`config.mk`:
```
export PLATFORM = sky130hd
export DESIGN_NAME = pipeline_ctrl
export DESIGN_NICKNAME = d
export VERILOG_FILES = /design/src/rtl/pipeline_ctrl_pkg.sv /design/src/rtl/pipeline_ctrl_hazard_detect.sv /design/src/rtl/pipeline_ctrl.sv
export SDC_FILE = /design/constraint.sdc
export NUM_CORES = 1
export LEC_CHECK = 0
export BUFFER_PORTS_ARGS = -buffer_cell sky130_fd_sc_hd__clkbuf_2
export CAP_MARGIN = 30
export CORE_MARGIN = 2
export CORE_UTILIZATION = 54
export DETAILED_ROUTE_END_ITERATION = 16
export GPL_TIMING_DRIVEN = 0
export PLACE_DENSITY_LB_ADDON = 0.2
export SLEW_MARGIN = 20
export SYNTH_ARGS = -nofsm -noshare
export SYNTH_HDL_FRONTEND = slang
export SYNTH_HIERARCHICAL = 1
export SYNTH_SLANG_ARGS = --single-unit
```
`constraint.sdc`:
```
create_clock -name clk -period 2.5 [get_ports clk]
set_clock_uncertainty 0.15 [all_clocks]
set_input_delay 0.125 -clock clk [delete_from_list [all_inputs] [get_ports clk]]
set_output_delay 0.125 -clock clk [all_outputs]
set_load 0.01 [all_outputs]
```
`src/rtl/pipeline_ctrl_pkg.sv`:
```
// Shared types and constants for the pipeline sequencer and its hazard unit.
package pipeline_ctrl_pkg;

  // Width of the registered state and of a register-file index.
  localparam int ST_BIT    = 2;
  localparam int REG_IDX_W = 5;

  typedef enum logic [ST_BIT-1:0] {
    ST_RUN  = 2'd0,
    ST_MEMW = 2'd1,
    ST_HALT = 2'd2
  } state_e;

  // One bundle for the PC/stage enables and the bubble-insertion flushes.
  typedef struct packed {
    logic pc_en;
    logic en_ps1;
    logic en_ps2;
    logic en_ps3;
    logic en_ps4;
    logic flush_ps1;
    logic flush_ps2;
  } ctrl_t;

  localparam ctrl_t CTRL_FREEZE = '0;

  // Normal flowing-pipeline controls: a taken branch squashes IF/ID and ID/EX
  // and beats a load-use stall; a load-use stall holds PC and IF/ID and
  // pushes one bubble into ID/EX.
  function automatic ctrl_t run_ctrl(input logic branch, input logic lu);
    ctrl_t c;
    c.pc_en     = 1'b1;
    c.en_ps1    = 1'b1;
    c.en_ps2    = 1'b1;
    c.en_ps3    = 1'b1;
    c.en_ps4    = 1'b1;
    c.flush_ps1 = 1'b0;
    c.flush_ps2 = 1'b0;
    if (branch) begin
      c.flush_ps1 = 1'b1;
      c.flush_ps2 = 1'b1;
    end else if (lu) begin
      c.pc_en     = 1'b0;
      c.en_ps1    = 1'b0;
      c.flush_ps2 = 1'b1;
    end
    return c;
  endfunction

endpackage

```
`src/rtl/pipeline_ctrl_hazard_detect.sv`:
```
// Load-use hazard detection from the ID and EX register fields.
module hazard_detect
  import pipeline_ctrl_pkg::*;
(
  input  logic [REG_IDX_W-1:0] id_rs_i,
  input  logic [REG_IDX_W-1:0] id_rt_i,
  input  logic                 id_uses_rs_i,
  input  logic                 id_uses_rt_i,
  input  logic                 ex_mem_read_i,
  input  logic [REG_IDX_W-1:0] ex_wreg_i,
  output logic                 lu_o
);

  // A load into r0 never creates a dependency, so it is excluded.
  assign lu_o = ex_mem_read_i && (ex_wreg_i != '0) &&
                ((id_uses_rs_i && (id_rs_i == ex_wreg_i)) ||
                 (id_uses_rt_i && (id_rt_i == ex_wreg_i)));

endmodule

```
`src/rtl/pipeline_ctrl.sv`:
```
// Pipeline sequencer: stage enables/flushes, memory-wait timeout, syscall
// halt/resume and saturating stall/flush performance counters.
module pipeline_ctrl
  import pipeline_ctrl_pkg::*;
#(
  parameter int MEM_TIMEOUT = 64,
  parameter int CNT_W       = 32
) (
  input  logic                 clk,
  input  logic                 rst,
  input  logic [REG_IDX_W-1:0] id_rs,
  input  logic [REG_IDX_W-1:0] id_rt,
  input  logic                 id_uses_rs,
  input  logic                 id_uses_rt,
  input  logic                 ex_mem_read,
  input  logic [REG_IDX_W-1:0] ex_wreg,
  input  logic                 branch_taken,
  input  logic                 mem_req,
  input  logic                 mem_ack,
  input  logic                 halt_req,
  input  logic                 resume,
  output logic                 pc_en,
  output logic                 en_ps1,
  output logic                 en_ps2,
  output logic                 en_ps3,
  output logic                 en_ps4,
  output logic                 flush_ps1,
  output logic                 flush_ps2,
  output logic                 halted,
  output logic                 mem_err,
  output logic [CNT_W-1:0]     stall_cnt,
  output logic [CNT_W-1:0]     flush_cnt
);

  localparam int TMO_W = $clog2(MEM_TIMEOUT + 1);
  localparam logic [TMO_W-1:0] TMO_MAX = TMO_W'(MEM_TIMEOUT);

  state_e             state_q, state_d;
  logic [TMO_W-1:0]   tmo_q, tmo_d;
  logic               guard_q, guard_d;
  logic               mem_err_q, mem_err_d;
  logic [CNT_W-1:0]   stall_cnt_q, stall_cnt_d;
  logic [CNT_W-1:0]   flush_cnt_q, flush_cnt_d;
  logic               lu;
  ctrl_t              ctrl, ctrl_out;
  logic               stall_inc;

  hazard_detect u_hazard (
    .id_rs_i      (id_rs),
    .id_rt_i      (id_rt),
    .id_uses_rs_i (id_uses_rs),
    .id_uses_rt_i (id_uses_rt),
    .ex_mem_read_i(ex_mem_read),
    .ex_wreg_i    (ex_wreg),
    .lu_o         (lu)
  );

  // Next-state and same-cycle control generation.
  always_comb begin
    // NOTE: every variable gets a default first so no path infers a latch.
    state_d   = state_q;
    tmo_d     = tmo_q;
    mem_err_d = mem_err_q;
    guard_d   = 1'b0;
    ctrl      = CTRL_FREEZE;
    case (state_q)
      ST_RUN: begin
        if (mem_req && !mem_ack) begin
          state_d = ST_MEMW;
          tmo_d   = TMO_W'(1);
        end else if (halt_req && !guard_q) begin
          state_d = ST_HALT;
        end else begin
          ctrl = run_ctrl(branch_taken, lu);
        end
      end
      ST_MEMW: begin
        // Halt is not evaluated on the completing cycle; branch/lu are.
        if (mem_ack) begin
          ctrl    = run_ctrl(branch_taken, lu);
          state_d = ST_RUN;
        end else if (tmo_q == TMO_MAX) begin
          mem_err_d = 1'b1;
          state_d   = ST_HALT;
        end else begin
          tmo_d = tmo_q + TMO_W'(1);
        end
      end
      ST_HALT: begin
        // The guard masks the halt_req still sitting in the last stage.
        if (resume) begin
          state_d = ST_RUN;
          guard_d = 1'b1;
        end
      end
      default: state_d = ST_RUN;
    endcase
  end

  // Saturating performance counter updates.
  always_comb begin
    stall_inc   = (state_q != ST_HALT) && !ctrl.pc_en;
    stall_cnt_d = (stall_inc && (stall_cnt_q != '1)) ? stall_cnt_q + CNT_W'(1) : stall_cnt_q;
    flush_cnt_d = (ctrl.flush_ps1 && (flush_cnt_q != '1)) ? flush_cnt_q + CNT_W'(1) : flush_cnt_q;
  end

  // State, timeout, guard, sticky error and counter registers.
  always_ff @(posedge clk or posedge rst) begin
    // NOTE: state uses non-blocking assignment so every register samples pre-edge values.
    if (rst) begin
      state_q     <= ST_RUN;
      tmo_q       <= '0;
      guard_q     <= 1'b0;
      mem_err_q   <= 1'b0;
      stall_cnt_q <= '0;
      flush_cnt_q <= '0;
    end else begin
      state_q     <= state_d;
      tmo_q       <= tmo_d;
      guard_q     <= guard_d;
      mem_err_q   <= mem_err_d;
      stall_cnt_q <= stall_cnt_d;
      flush_cnt_q <= flush_cnt_d;
    end
  end

  // Controls are forced quiet while reset is asserted, independent of clk.
  assign ctrl_out  = rst ? CTRL_FREEZE : ctrl;
  assign pc_en     = ctrl_out.pc_en;
  assign en_ps1    = ctrl_out.en_ps1;
  assign en_ps2    = ctrl_out.en_ps2;
  assign en_ps3    = ctrl_out.en_ps3;
  assign en_ps4    = ctrl_out.en_ps4;
  assign flush_ps1 = ctrl_out.flush_ps1;
  assign flush_ps2 = ctrl_out.flush_ps2;
  assign halted    = !rst && (state_q == ST_HALT);
  assign mem_err   = mem_err_q;
  assign stall_cnt = stall_cnt_q;
  assign flush_cnt = flush_cnt_q;

endmodule
```
==> out/qor.yml <==
slowest_stage: "nor4_1"
cts_tree: "done"
drt_iter0_markers: 104
ant_nets: 0
final_area_um2: 4870
postSynthCellCount: 391
drt_pass1_iterations: 5
vias: 3288
postCtsSetupRepairBufs: 0
yosys-top-cells-count: "dfrtp_1 (75), xor2_1 (39), nand2_1 (38)"
synth_seq_cells: 75
routed_wl_um: 8710
synthToLayoutAreaGrowth_pct: 21.1
required_ns: 2.58
clk_pin_slew_ns: 0.09
nNetsFinal: 531
path_max_fanout: 7
drc: 0
dieArea_um2: 8160
fmax_mhz: 440
power_mw: 3.11
gp_congestion: 0.789
ys_seq_area_share_pct: 46.7
power_density_nw_per_um2: 639
cts_sinks: 75
grt_pass1_wl_um: 15300
fin_util_pct: 67.5
fillers: 629
hold_buffers: 2
maxCapViolCount: 0
dp.final_hpwl_um: 6500
hold_viol: 0
rsz0062_at_grt: "no"
relSlewSlack_pct: 59.7
path_delay_family: "simple AND/OR/NAND/NOR gates"
grtUsageTotal_pct: 22.7
drv_slew: 0
h-tree-depth: 3
core_area_um2: 7210
overflow: 0
antenna_found_initial: 0
fin_crit_ns: 2.27
outcome: "complete, no violations"
routedWlPerCell_um: 14.4
synth_cell_types: 55
netlist_top_cells_area: "dfrtp_1 (47%), xor2_1 (8.5%), xnor2_1 (7.4%)"
layout-drive-gt1-share_pct: 27.3
ioPinCount: 98
synthFlopType: "dfrtp_1"
worst_hold_slack_ns: 0.0172
cts.repair.resized: 0
fp-row-count: 31
cp-start-kind: "flop"
final-setup-viol-count: 0
slowest_delay_ns: 0.55
crit_arrival_ns: 2.35
yosys_warnings: 6
synth_top_area_share_pct: 46.7
critPathKind: "flop to flop"
grt_pass1_vias: 3299
synth_top_area_cell: "dfrtp_1"
synth_nets: 420
yosysMostFrequentCell: "dfrtp_1"
synth_edf_count: 0
portBuffers: 97
placed_cell_area_um2: 4660
crit_buf_inv: 0
holdCritPathClass: "primary input to flop"
grt_max_degree: 48
worst_pin_slew_ns: 0.604
synth_area_per_cell_um2: 10.3
ir_worst_vdd_uv: 345
cts_buffer_depth: 2
start_util_pct: 55.8
antenna_cells: 0
path_cells: "nand4_1 -> nor4_1 -> nand3_1 -> nand2_1 -> mux2_1"
period_share_pct: 91.0
async_reset_ff_share_pct: 100
clk_latency_ns: 0.35
die_y_um: 90.3
cts_root_buf: "clkbuf_8"
vias_per_cell: 5.43
die_w_um: 90.3
crit_path_end_kind: "flop"
netlist_area_um2: 4020
leakagePower_nw: 2.39
cts_buffers: 9
-- final timing paths --
path | from | to | slack (ns) | cells after the start
worst max-delay path | stall_cnt[24] | stall_cnt[1] | 0.23 | 5
worst min-delay path | mem_ack | mem_err | 0.02 | 3
worst max register to register | stall_cnt[24] | stall_cnt[1] | 0.23 | 5
worst min register to register | mem_err | mem_err | 0.31 | 1
max in group asynchronous | rst | flush_cnt[15] | 1.46 | 4
min in group asynchronous | rst | stall_cnt[25] | 0.20 | 3
-- per-layer routing --
metal / GRT usage [%] / share of wire [%]
met1: 30.2 / 46
met2: 37.4 / 49
met3: 3.51 / 3.0
met4: 9.10 / 1.3
met5: 0 / 0
-- state kept, by name, summed over array words and instances, names as in the netlist --
register and count:
state_q 2, flush_cnt 32, guard_q 1, tmo_q 7, stall_cnt 32, mem_err 1
-- cell families after synthesis --
kind of cell | after synthesis | synth area share [%]
compound gates | 22 | 4.76
simple gates | 194 | 28.0
fa+ha+maj | 4 | 1.24
flops | 75 | 46.7
mux | 3 | 0.840
xor+xnor | 73 | 15.9
buf+inv | 20 | 2.64
-- power breakdown --
| group | total [mW] | switching, mW | leakage [nW] | internal [mW] |
|---|---|---|---|---|
| clock network | 0.919 | 0.461 | 0.0955 | 0.458 |
| registers | 1.52 | 0.176 | 0.993 | 1.34 |
| logic | 0.676 | 0.368 | 1.30 | 0.308 |
-- per-stage QoR --
| stage | instances | setup TNS, ns | setup slack, ns |
|---|---|---|---|
| after global routing | 605 | 0 | 0.0554 |
| after global placement | 587 | -46.88 | -0.620 |
| after CTS | 605 | 0 | 0.242 |
| after detailed placement | 588 | -0.755 | -0.120 |
| final | 605 | 0 | 0.225 |
| after floorplan | 391 | 0 | 0.315 |
-- placed cells by master, fill, tap and decap left out, drive strengths merged, types with 2 or more instances in the layout --
master       netlist  layout
xor2              39      39
and3              10      10
nand4             23      23
buf                9      10
clkinv             1       4
a21oi              4       4
nor3              17      17
nor3b              7       7
nor4b              3       3
inv                8       9
dlygate4sd3        0       2
o31ai              2       2
mux2               3       3
and2               8       8
and4              14      14
nor4              12      12
clkbuf             2     108
ha                 4       4
nand2             38      38
nand3             30      30
xnor2             34      34
o21a               2       2
nor2              18      18
or2                2       2
dfrtp             75      75
o21ai              3       3
nor2b              4       4
-- layout make-up --
| class | instances | area, µm² | share of cell area [%] |
|---|---|---|---|
| multi-input combinational | 296 | 2040 | 41.9 |
| sequential | 75 | 1880 | 38.5 |
| timing repair buffer | 100 | 533 | 10.9 |
| clock buffer | 9 | 124 | 2.54 |
| tap | 99 | 124 | 2.54 |
| buffer | 11 | 72.6 | 1.49 |
| clock inverter | 6 | 65.1 | 1.34 |
| inverter | 9 | 36.3 | 0.745 |
-- worst min-delay path, cell delays in order --
cell      delay (ns)
clkbuf_2        0.11
nor2_1          0.06
a21o_1          0.17
Power figures use the tool's default switching activity.
